$ cat src/rtl/daa_mac_sequencer_if.sv
// Operand handshake and datapath drive bundle used by daa_mac_sequencer.
interface daa_mac_sequencer_if #(
   parameter int WBITS = 8
);
   logic             op_valid;
   logic             op_ready;
   logic [3:0]       op_act;
   logic [WBITS-1:0] op_w;
   logic             dp_ena;
   logic             dp_clear;
   logic [3:0]       dp_inpe;
   logic [2:0]       dp_w;
   logic             dp_nep;
   logic [3:0]       dp_epcount;

   // Sequencer side: consumes operand pairs, drives the Booth/DAA datapath.
   modport master (
      input  op_valid, op_act, op_w,
      output op_ready, dp_ena, dp_clear, dp_inpe, dp_w, dp_nep, dp_epcount
   );

   // Environment side: operand source plus the datapath inputs.
   modport slave (
      output op_valid, op_act, op_w,
      input  op_ready, dp_ena, dp_clear, dp_inpe, dp_w, dp_nep, dp_epcount
   );
endinterface

$ cat src/rtl/daa_mac_sequencer.sv
// Frame controller for the Booth/DAA accumulate datapath: accepts NPROD
// (activation, weight) pairs and issues one radix-4 Booth triplet per cycle,
// MSB digit first, followed by a fixed drain and a done pulse.
module daa_mac_sequencer #(
   parameter int WBITS     = 8,
   parameter int NPROD     = 9,
   parameter int DRAIN_CYC = 2
) (
   input  logic                clk,
   input  logic                rst,
   input  logic                start,
   input  logic                abort,
   daa_mac_sequencer_if.master bus,
   output logic                busy,
   output logic                done,
   output logic                aborted
);
   localparam int NDIG = WBITS / 2;
   localparam int KW   = $clog2(NDIG);
   localparam int DW   = (DRAIN_CYC > 1) ? $clog2(DRAIN_CYC) : 1;

   // S_ABORT is the single clear cycle that follows a cancelled frame.
   typedef enum logic [2:0] {
      S_IDLE, S_CLEAR, S_LOAD, S_ISSUE, S_DRAIN, S_DONE, S_ABORT
   } state_t;

   state_t           state_q, state_d;
   logic [3:0]       p_q, p_d;
   logic [KW-1:0]    k_q, k_d;
   logic [DW-1:0]    drain_q, drain_d;
   logic [3:0]       act_q, act_d;
   logic [WBITS-1:0] w_q, w_d;

   logic       op_ready_q, op_ready_d;
   logic       ena_q, ena_d;
   logic       clear_q, clear_d;
   logic [3:0] inpe_q, inpe_d;
   logic [2:0] trip_q, trip_d;
   logic       nep_q, nep_d;
   logic [3:0] epcount_q, epcount_d;
   logic       busy_q, busy_d;
   logic       done_q, done_d;
   logic       aborted_q, aborted_d;

   // Triplet {w[2k+1], w[2k], w[2k-1]} with w[-1] = 0, taken from {w, 0}.
   function automatic logic [2:0] booth_trip(input logic [WBITS-1:0] w,
                                             input logic [KW-1:0]    k);
      logic [WBITS:0] ext;
      ext = {w, 1'b0};
      return ext[2*int'(k) +: 3];
   endfunction

   // Next state, counters, operand latch, and outputs decoded from the next
   // state so that every output leaves a flop in step with the state.
   always_comb begin
      // NOTE: every variable gets a default first so no path can infer a latch.
      state_d = state_q;
      p_d     = p_q;
      k_d     = k_q;
      drain_d = drain_q;
      act_d   = act_q;
      w_d     = w_q;

      unique case (state_q)
         S_IDLE:  if (start) state_d = S_CLEAR;
         S_CLEAR: state_d = S_LOAD;
         S_LOAD: begin
            if (bus.op_valid) begin
               act_d   = bus.op_act;
               w_d     = bus.op_w;
               k_d     = KW'(NDIG - 1);
               state_d = S_ISSUE;
            end
         end
         S_ISSUE: begin
            if (k_q == '0) begin
               if (p_q == 4'(NPROD - 1)) begin
                  drain_d = DW'(DRAIN_CYC - 1);
                  state_d = S_DRAIN;
               end else begin
                  p_d     = p_q + 4'd1;
                  state_d = S_LOAD;
               end
            end else begin
               k_d = k_q - 1'b1;
            end
         end
         S_DRAIN: begin
            if (drain_q == '0) state_d = S_DONE;
            else               drain_d = drain_q - 1'b1;
         end
         S_DONE, S_ABORT: state_d = S_IDLE;
         default:         state_d = S_IDLE;
      endcase

      // Abort wins over operand acceptance and over every other transition;
      // DONE is already on its way out, so it is left alone.
      if (abort && (state_q inside {S_CLEAR, S_LOAD, S_ISSUE, S_DRAIN}))
         state_d = S_ABORT;

      // Leaving the frame wipes the bookkeeping so the next frame starts at slot 0.
      if (state_d inside {S_IDLE, S_ABORT}) begin
         p_d     = '0;
         k_d     = '0;
         drain_d = '0;
         act_d   = '0;
         w_d     = '0;
      end

      op_ready_d = (state_d == S_LOAD);
      ena_d      = (state_d inside {S_CLEAR, S_ISSUE, S_DRAIN, S_ABORT});
      clear_d    = (state_d inside {S_CLEAR, S_ABORT});
      inpe_d     = (state_d == S_ISSUE) ? act_d : '0;
      trip_d     = (state_d == S_ISSUE) ? booth_trip(w_d, k_d) : 3'b000;
      nep_d      = (state_d == S_ISSUE) && (k_d == '0);
      epcount_d  = p_d;
      busy_d     = (state_d != S_IDLE);
      done_d     = (state_d == S_DONE);
      aborted_d  = (state_d == S_ABORT);
   end

   // State, counters and registered outputs; rst clears all of them.
   always_ff @(posedge clk) begin
      if (rst) begin
         state_q    <= S_IDLE;
         p_q        <= '0;
         k_q        <= '0;
         drain_q    <= '0;
         act_q      <= '0;
         w_q        <= '0;
         op_ready_q <= 1'b0;
         ena_q      <= 1'b0;
         clear_q    <= 1'b0;
         inpe_q     <= '0;
         trip_q     <= '0;
         nep_q      <= 1'b0;
         epcount_q  <= '0;
         busy_q     <= 1'b0;
         done_q     <= 1'b0;
         aborted_q  <= 1'b0;
      end else begin
         // NOTE: non-blocking so every flop samples the pre-edge value of the others.
         state_q    <= state_d;
         p_q        <= p_d;
         k_q        <= k_d;
         drain_q    <= drain_d;
         act_q      <= act_d;
         w_q        <= w_d;
         op_ready_q <= op_ready_d;
         ena_q      <= ena_d;
         clear_q    <= clear_d;
         inpe_q     <= inpe_d;
         trip_q     <= trip_d;
         nep_q      <= nep_d;
         epcount_q  <= epcount_d;
         busy_q     <= busy_d;
         done_q     <= done_d;
         aborted_q  <= aborted_d;
      end
   end

   assign bus.op_ready   = op_ready_q;
   assign bus.dp_ena     = ena_q;
   assign bus.dp_clear   = clear_q;
   assign bus.dp_inpe    = inpe_q;
   assign bus.dp_w       = trip_q;
   assign bus.dp_nep     = nep_q;
   assign bus.dp_epcount = epcount_q;
   assign busy           = busy_q;
   assign done           = done_q;
   assign aborted        = aborted_q;
endmodule
$ cat src/flat_wrapper.sv
// flat-port wrapper written by rule: the top's interface ports become plain ports
module daa_mac_sequencer_flat 
#(
   parameter int WBITS     = 8,
   parameter int NPROD     = 9,
   parameter int DRAIN_CYC = 2
)
  (clk, rst, start, abort, busy, done, aborted, bus_op_valid, bus_op_act, bus_op_w, bus_op_ready, bus_dp_ena, bus_dp_clear, bus_dp_inpe, bus_dp_w, bus_dp_nep, bus_dp_epcount);
  daa_mac_sequencer_if #(.WBITS(WBITS)) bus_i ();
  input  logic clk;
  input  logic rst;
  input  logic start;
  input  logic abort;
  output logic busy;
  output logic done;
  output logic aborted;
  input wire logic [$bits(bus_i.op_valid)-1:0] bus_op_valid;
  input wire logic [$bits(bus_i.op_act)-1:0] bus_op_act;
  input wire logic [$bits(bus_i.op_w)-1:0] bus_op_w;
  output wire logic [$bits(bus_i.op_ready)-1:0] bus_op_ready;
  output wire logic [$bits(bus_i.dp_ena)-1:0] bus_dp_ena;
  output wire logic [$bits(bus_i.dp_clear)-1:0] bus_dp_clear;
  output wire logic [$bits(bus_i.dp_inpe)-1:0] bus_dp_inpe;
  output wire logic [$bits(bus_i.dp_w)-1:0] bus_dp_w;
  output wire logic [$bits(bus_i.dp_nep)-1:0] bus_dp_nep;
  output wire logic [$bits(bus_i.dp_epcount)-1:0] bus_dp_epcount;
  assign bus_i.op_valid = bus_op_valid;
  assign bus_i.op_act = bus_op_act;
  assign bus_i.op_w = bus_op_w;
  assign bus_op_ready = bus_i.op_ready;
  assign bus_dp_ena = bus_i.dp_ena;
  assign bus_dp_clear = bus_i.dp_clear;
  assign bus_dp_inpe = bus_i.dp_inpe;
  assign bus_dp_w = bus_i.dp_w;
  assign bus_dp_nep = bus_i.dp_nep;
  assign bus_dp_epcount = bus_i.dp_epcount;
  daa_mac_sequencer #(.WBITS(WBITS), .NPROD(NPROD), .DRAIN_CYC(DRAIN_CYC)) u_core (.clk(clk), .rst(rst), .start(start), .abort(abort), .bus(bus_i), .busy(busy), .done(done), .aborted(aborted));
endmodule
$ cat config.mk
export PLATFORM = sky130hd
export DESIGN_NAME = daa_mac_sequencer_flat
export DESIGN_NICKNAME = d
export VERILOG_FILES = /design/src/rtl/daa_mac_sequencer_if.sv /design/src/rtl/daa_mac_sequencer.sv /design/src/flat_wrapper.sv
export SDC_FILE = /design/constraint.sdc
export NUM_CORES = 1
export LEC_CHECK = 0
export ABC_AREA = 1
export ABC_CLOCK_PERIOD_IN_PS = 2100
export BUFFER_PORTS_ARGS = -buffer_cell sky130_fd_sc_hd__clkbuf_2
export CORE_ASPECT_RATIO = 0.7
export CORE_MARGIN = 2
export CORE_UTILIZATION = 53
export DETAILED_ROUTE_END_ITERATION = 10
export PLACE_DENSITY = 0.87
export SLEW_MARGIN = 20
export SYNTH_ARGS = -nofsm -noshare
export SYNTH_HDL_FRONTEND = slang
export SYNTH_SLANG_ARGS = --single-unit
$ cat constraint.sdc
create_clock -name clk -period 2.1 [get_ports clk]
set_clock_uncertainty 0.15 [all_clocks]
set_input_delay 0.105 -clock clk [delete_from_list [all_inputs] [get_ports clk]]
set_output_delay 0.105 -clock clk [all_outputs]
set_load 0.01 [all_outputs]
# After elaboration in Yosys (flattened, before gate mapping)
# Index checks and enable logic that the tools add are counted.
# word_totals
regBits	36
in_bits	17
out_inout_bits	18
word_cells	71
# op_classes
add_sub_neg	3
n_eq_ne	13
shifts	1
mux	21
bitwise_logic	2
n_reduce_logical	16
# ops
op	n
$mux 8	3
$mux 3	6
$pmux 3 s5	1
$eq 3x2->1 const B	4
$eq 3x3->1 const B	4
$mux 4	3
$shiftx 9x4->3	1
$reduce_bool 4->1	2
$eq 3x1->1 const B	2
$logic_not 3->1	2
$mux 2	3
$reduce_and 3->1	2
$reduce_bool 2->1	3
$add 4x1->4 const B	1
$eq 4x4->1 const B	1
$logic_not 2->1	2
$ne 2x1->1 const B	2
$pmux 2 s2	1
$reduce_or 2->1	2
$mux 1	3
$reduce_bool 3->1	1
$logic_and 1x1->1	2
$not 1->1	2
$pmux 1 s2	1
2 further kinds	2

# Logic depth before layout (Yosys ltp)
# depth
word_depth	10
ltp_mapped	13
mapped_depth_nobuf	13

# Worst setup path before layout
# No wires, ideal clock.
# synth_timing
path_type	flip-flop to flip-flop
start	register u_core.state_q[2]
end	register u_core.trip_q[2], in the netlist u_core.bus.dp_w[2]
setup_time_ns	0.112
t_arrival_ns	1.377
required_ns	1.838
slack_ns	0.461
path_stages_with_launch	12
path_buffers	0
period_less_slack_ns	1.639
path_cell_list	dfxtp_1 -> nor2_4 -> nand2_4 -> nand2_4 -> o21ai_4 -> inv_2 -> nand2_1 -> nor2_2 -> nand2_1 -> inv_1 -> nand2_1 -> nand2_1
# synth_between
elab_chain_cells	8
elab_cells_between_ends	24
classes_between	eq/ne: 6; shift: 1; mux: 10; bitwise: 1; reduce/logical: 6
# synth_rtl
element	line	rtl
from (decl)	daa_mac_sequencer.sv:27	state_t state_q, state_d;
from (signal assigned)	daa_mac_sequencer.sv:143	state_q <= state_d;
$eq 3x1->1 (tied with other cells)	daa_mac_sequencer.sv:64, daa_mac_sequencer.sv:98	
$reduce_bool 4->1	daa_mac_sequencer.sv:98	if (abort && (state_q inside {S_CLEAR, S_LOAD, S_ISSUE, S_DRAIN}))
$logic_and 1x1->1	daa_mac_sequencer.sv:98	
$mux 3	daa_mac_sequencer.sv:98	
$eq 3x3->1 / $logic_not 3->1 (equally long branches)	daa_mac_sequencer.sv:102	if (state_d inside {S_IDLE, S_ABORT}) begin
$reduce_bool 2->1	daa_mac_sequencer.sv:102	
$mux 8 / $mux 2 (equally long branches)	daa_mac_sequencer.sv:102	
$shiftx 9x4->3	daa_mac_sequencer.sv:50	return ext[2*int'(k) +: 3];
to (signal assigned)	daa_mac_sequencer.sv:153	trip_q <= trip_d;
to (decl)	daa_mac_sequencer.sv:38	logic [2:0] trip_q, trip_d;
# Several ways; a longest one is shown, not always the timed one.
# A chain may end at the register's enable or synchronous reset.

# Final worst setup path
# layout_timing
start	register u_core.state_q[2]
end	register u_core.inpe_q[2], in the netlist u_core.bus.dp_inpe[2]
# layout_between
elab_chain_cells	7
elab_cells_between_ends	21
classes_between	eq/ne: 6; mux: 8; bitwise: 1; reduce/logical: 6
# layout_rtl
element	line	rtl
$eq 3x1->1 (tied with other cells)	daa_mac_sequencer.sv:64, daa_mac_sequencer.sv:98	
$reduce_bool 4->1	daa_mac_sequencer.sv:98	
$logic_and 1x1->1	daa_mac_sequencer.sv:98	
$mux 3	daa_mac_sequencer.sv:98	
$eq 3x3->1 (tied with other cells)	daa_mac_sequencer.sv:102	
$reduce_bool 2->1 / $not 1->1 (equally long branches)	n/a	
$mux 4 / $reduce_or 2->1 (equally long branches)	n/a	
to (signal assigned)	daa_mac_sequencer.sv:152	inpe_q <= inpe_d;
to (decl)	daa_mac_sequencer.sv:37	logic [3:0] inpe_q, inpe_d;
# Several ways; a longest one is shown, not always the timed one.

==> impl_metrics.env <==
export IMPL_outcome="finished clean"
export IMPL_cts_root_buf="clkbuf_8"
export IMPL_hp_class="in -> reg"
export IMPL_ys_ff_latch=36
export IMPL_drc=0
export IMPL_viasPerCell=4.91
export IMPL_grt_first_pass_wirelength_mm=5.78
export IMPL_syn_inst=227
export IMPL_grt_start_max_net_pins=15
export IMPL_cp_cell_sequence="nor2_4, nand2_4, nand2_4, o21ai_4, inv_2, nand2_1, nor2_2, inv_1, nor2_1"
export IMPL_synth_fa_ha_area_share_pct=1.50
export IMPL_max_freq_mhz=529
export IMPL_cp_arrival_ns=1.92
export IMPL_synth_compound_area_share_pct=7.00
export IMPL_grt_overflow=0
export IMPL_io_buffers=34
export IMPL_place_gp_congestion=0.891
export IMPL_clk_latency_ns=0.29
export IMPL_syn_to_final_growth_pct=20.3
export IMPL_synth_edf_count=0
export IMPL_finalSetupViolCount=0
export IMPL_slew_headroom_pct=76.2
export IMPL_num_antenna_cells=0
export IMPL_start_util_pct=57.7
export IMPL_grt_pass1_vias=1276
export IMPL_cp_common_cell="nand2_4"
export IMPL_drtPass1Iterations=4
export IMPL_crit_path_max_incr_delay_ns=0.53
export IMPL_dieArea_um2=3610
export IMPL_required_ns=2.13
export IMPL_synth_ff_type="dfxtp_1"
export IMPL_vias=1506
export IMPL_power_density_nw_per_um2=1210
export IMPL_fp_dieH_um=50.9
export IMPL_core_area_um2=2880
export IMPL_path_max_fanout=14
export IMPL_grt_antenna_before_repair=0
export IMPL_cp_num_buf_inv=2
export IMPL_ios=35
export IMPL_synth_area_mux_share_pct=0
export IMPL_cts_tree="done"
export IMPL_drv_slew=0
export IMPL_crit_family="simple AND/OR/NAND/NOR gates"
export IMPL_die_w_um=71.0
export IMPL_grt_total_usage_pct=21.4
export IMPL_fin_util_pct=69.4
export IMPL_post_route_period_util_pct=90.0
export IMPL_totalWireLength_mm=3.43
export IMPL_wire_per_inst_um=11.2
export IMPL_rsz0062_at_grt="no"
export IMPL_worstSetupEndpointType="flop"
export IMPL_htree_num_levels=2
export IMPL_cts_num_sinks=36
export IMPL_clk_path_buf_depth=2
export IMPL_cts_buffers=5
export IMPL_synth_xor_area_share_pct=1.05
export IMPL_timing_setup_tns_ns=0
export IMPL_synth_seq_area_share_pct=43.3
export IMPL_start_kind="flop"
export IMPL_drtIter0Drc=114
export IMPL_drive_gt1_share_pct=24.4
export IMPL_syn_area_um2=1660
export IMPL_hold_viol=0
export IMPL_syn_area_per_cell_um2=7.33
export IMPL_synth_top_family_by_area="simple AND/OR/NAND/NOR gates"
export IMPL_synth_simple_area_share_pct=38.1
export IMPL_path_clk_slew_ns=0.07
export IMPL_crit_slowest_cell="dfxtp_1"
export IMPL_crit_type="reg -> reg"
export IMPL_tightest_slew_ns=0.356
export IMPL_dpl_hpwl_mm=2.46
export IMPL_vdd_drop_max_v=0.000558
export IMPL_async_reset_ff_share_pct=0
export IMPL_row_count=16
export IMPL_syn_nets=246
export IMPL_ant_nets=0
export IMPL_leakage_nw=0.975
export IMPL_yosysUniqueCellTypes=28
export IMPL_layout_min_cycle_time_ns=1.89
export IMPL_maxCapViolCount=0
export IMPL_yosysWarningCount=0
export IMPL_nets=290
[metrics by stage]
| step | instances | total power, W | area [µm²] | hold slack [ns] | setup slack, ns |
|---|---|---|---|---|---|
| global placement | 293 | 0.00194 | 1850 | 0.221 | 0.296 |
| global route | 307 | 0.00260 | 2000 | 0.0311 | 0.0331 |
| finish | 307 | 0.00243 | 2000 | 0.00689 | 0.211 |
| floorplan | 227 | 0.00175 | 1660 | 0.117 | 0.461 |
| detailed placement | 293 | 0.00196 | 1850 | 0.222 | 0.219 |
| CTS | 307 | 0.00243 | 2000 | 0.00221 | 0.203 |
[synthesized netlist by cell type (all sizes together) (2+ instances only)]
| master | count | area share, % |
|---|---|---|
| buf | 3 | 1.3 |
| nor2 | 35 | 10 |
| o21ai | 5 | 2.2 |
| ha | 2 | 1.5 |
| nor3 | 3 | 1.2 |
| inv | 33 | 7.4 |
| nand2 | 82 | 20 |
| nand3 | 7 | 3.5 |
| xor2 | 2 | 1.1 |
| dfxtp | 36 | 43 |
| a21oi | 10 | 4.1 |
| nand4 | 6 | 2.3 |
[final timing paths]
path / from / endpoint / slack (ns) / depth (start not counted)
worst max-delay path: u_core.state_q[2]$_SDFF_PP0_ / u_core.bus.dp_inpe[2]$_SDFF_PP0_ / 0.21 / 9
worst min-delay path: bus_op_w[6] / u_core.w_q[6]$_SDFF_PP0_ / 0.007 / 5
worst max register to register: u_core.state_q[2]$_SDFF_PP0_ / u_core.bus.dp_inpe[2]$_SDFF_PP0_ / 0.21 / 9
worst min register to register: u_core.drain_q$_SDFFE_PP0P_ / u_core.drain_q$_SDFFE_PP0P_ / 0.32 / 2
[power breakdown]
part | internal, W | leakage [nW] | switching (W)
clock network | 0.000225 | 0.0410 | 0.000236
registers | 0.000783 | 0.292 | 0.0000652
logic | 0.000339 | 0.642 | 0.000778
[what timing repair did]
item,4_1_cts,5_1_grt
endpoints found under the hold margin,10,0
hold buffers,7,0
buffers inserted,0,0
endpoints found under the setup margin,0,0
resized for setup,0,0
[worst register-to-register path, cell delays in order, from the launching register on]
cell     delay [ns]
dfxtp_1        0.53
nor2_4         0.08
nand2_4        0.19
nand2_4        0.08
o21ai_4        0.30
inv_2          0.08
nand2_1        0.10
nor2_2         0.05
inv_1          0.16
nor2_1         0.06
[cells in the final DEF, fill, tap and decap left out, types with 2 or more instances in the layout]
master,instances
nor3_1,2
inv_1,29
nand3_1,4
ha_1,2
nor2_4,4
nand4_1,6
clkbuf_2,34
dfxtp_1,36
nand3_2,2
nor2_2,4
nor2_1,27
dlygate4sd3_1,7
a21oi_2,2
a21oi_1,7
nand2_4,4
nand2_1,77
inv_2,4
o21ai_0,3
clkbuf_8,5
xor2_1,2
[state kept, by name (all words and copies together), names as in the netlist]
name                 flops
u_core.drain_q           1
u_core.p_q               4
u_core.bus.dp_clear      1
u_core.aborted           1
u_core.done              1
u_core.bus.op_ready      1
u_core.busy              1
u_core.w_q               8
u_core.k_q               2
u_core.state_q           3
u_core.bus.dp_w          3
u_core.bus.dp_inpe       4
u_core.act_q             4
u_core.bus.dp_nep        1
u_core.bus.dp_ena        1
[cells by family after synthesis]
| logic type | Yosys count |
|---|---|
| buffers and inverters | 37 |
| AO/OA/AOI/OAI | 16 |
| adder cells (fa/ha/maj) | 2 |
| flip-flops | 36 |
| XOR/XNOR | 2 |
| AND/OR/NAND/NOR | 134 |
[metal layers]
metal / GRT usage (%) / up-vias / part of all wire (%)
li1: - / 782 / -
met1: 27.7 / 670 / 47
met2: 32.2 / 49 / 44
met3: 8.88 / 5 / 8.1
met4: 7.55 / 0 / 0.73
met5: 0 / - / 0
[area by class of cell]
class                      instances  area, µm²
sequential                        36        721
clock buffer                       6       72.6
fill                             239        882
multi-input combinational        154        793
clock inverter                     1       5.00
timing repair buffer              41        240
inverter                          33        124
tap                               36       45.0
No activity file was read; power rests on OpenSTA's default activity.
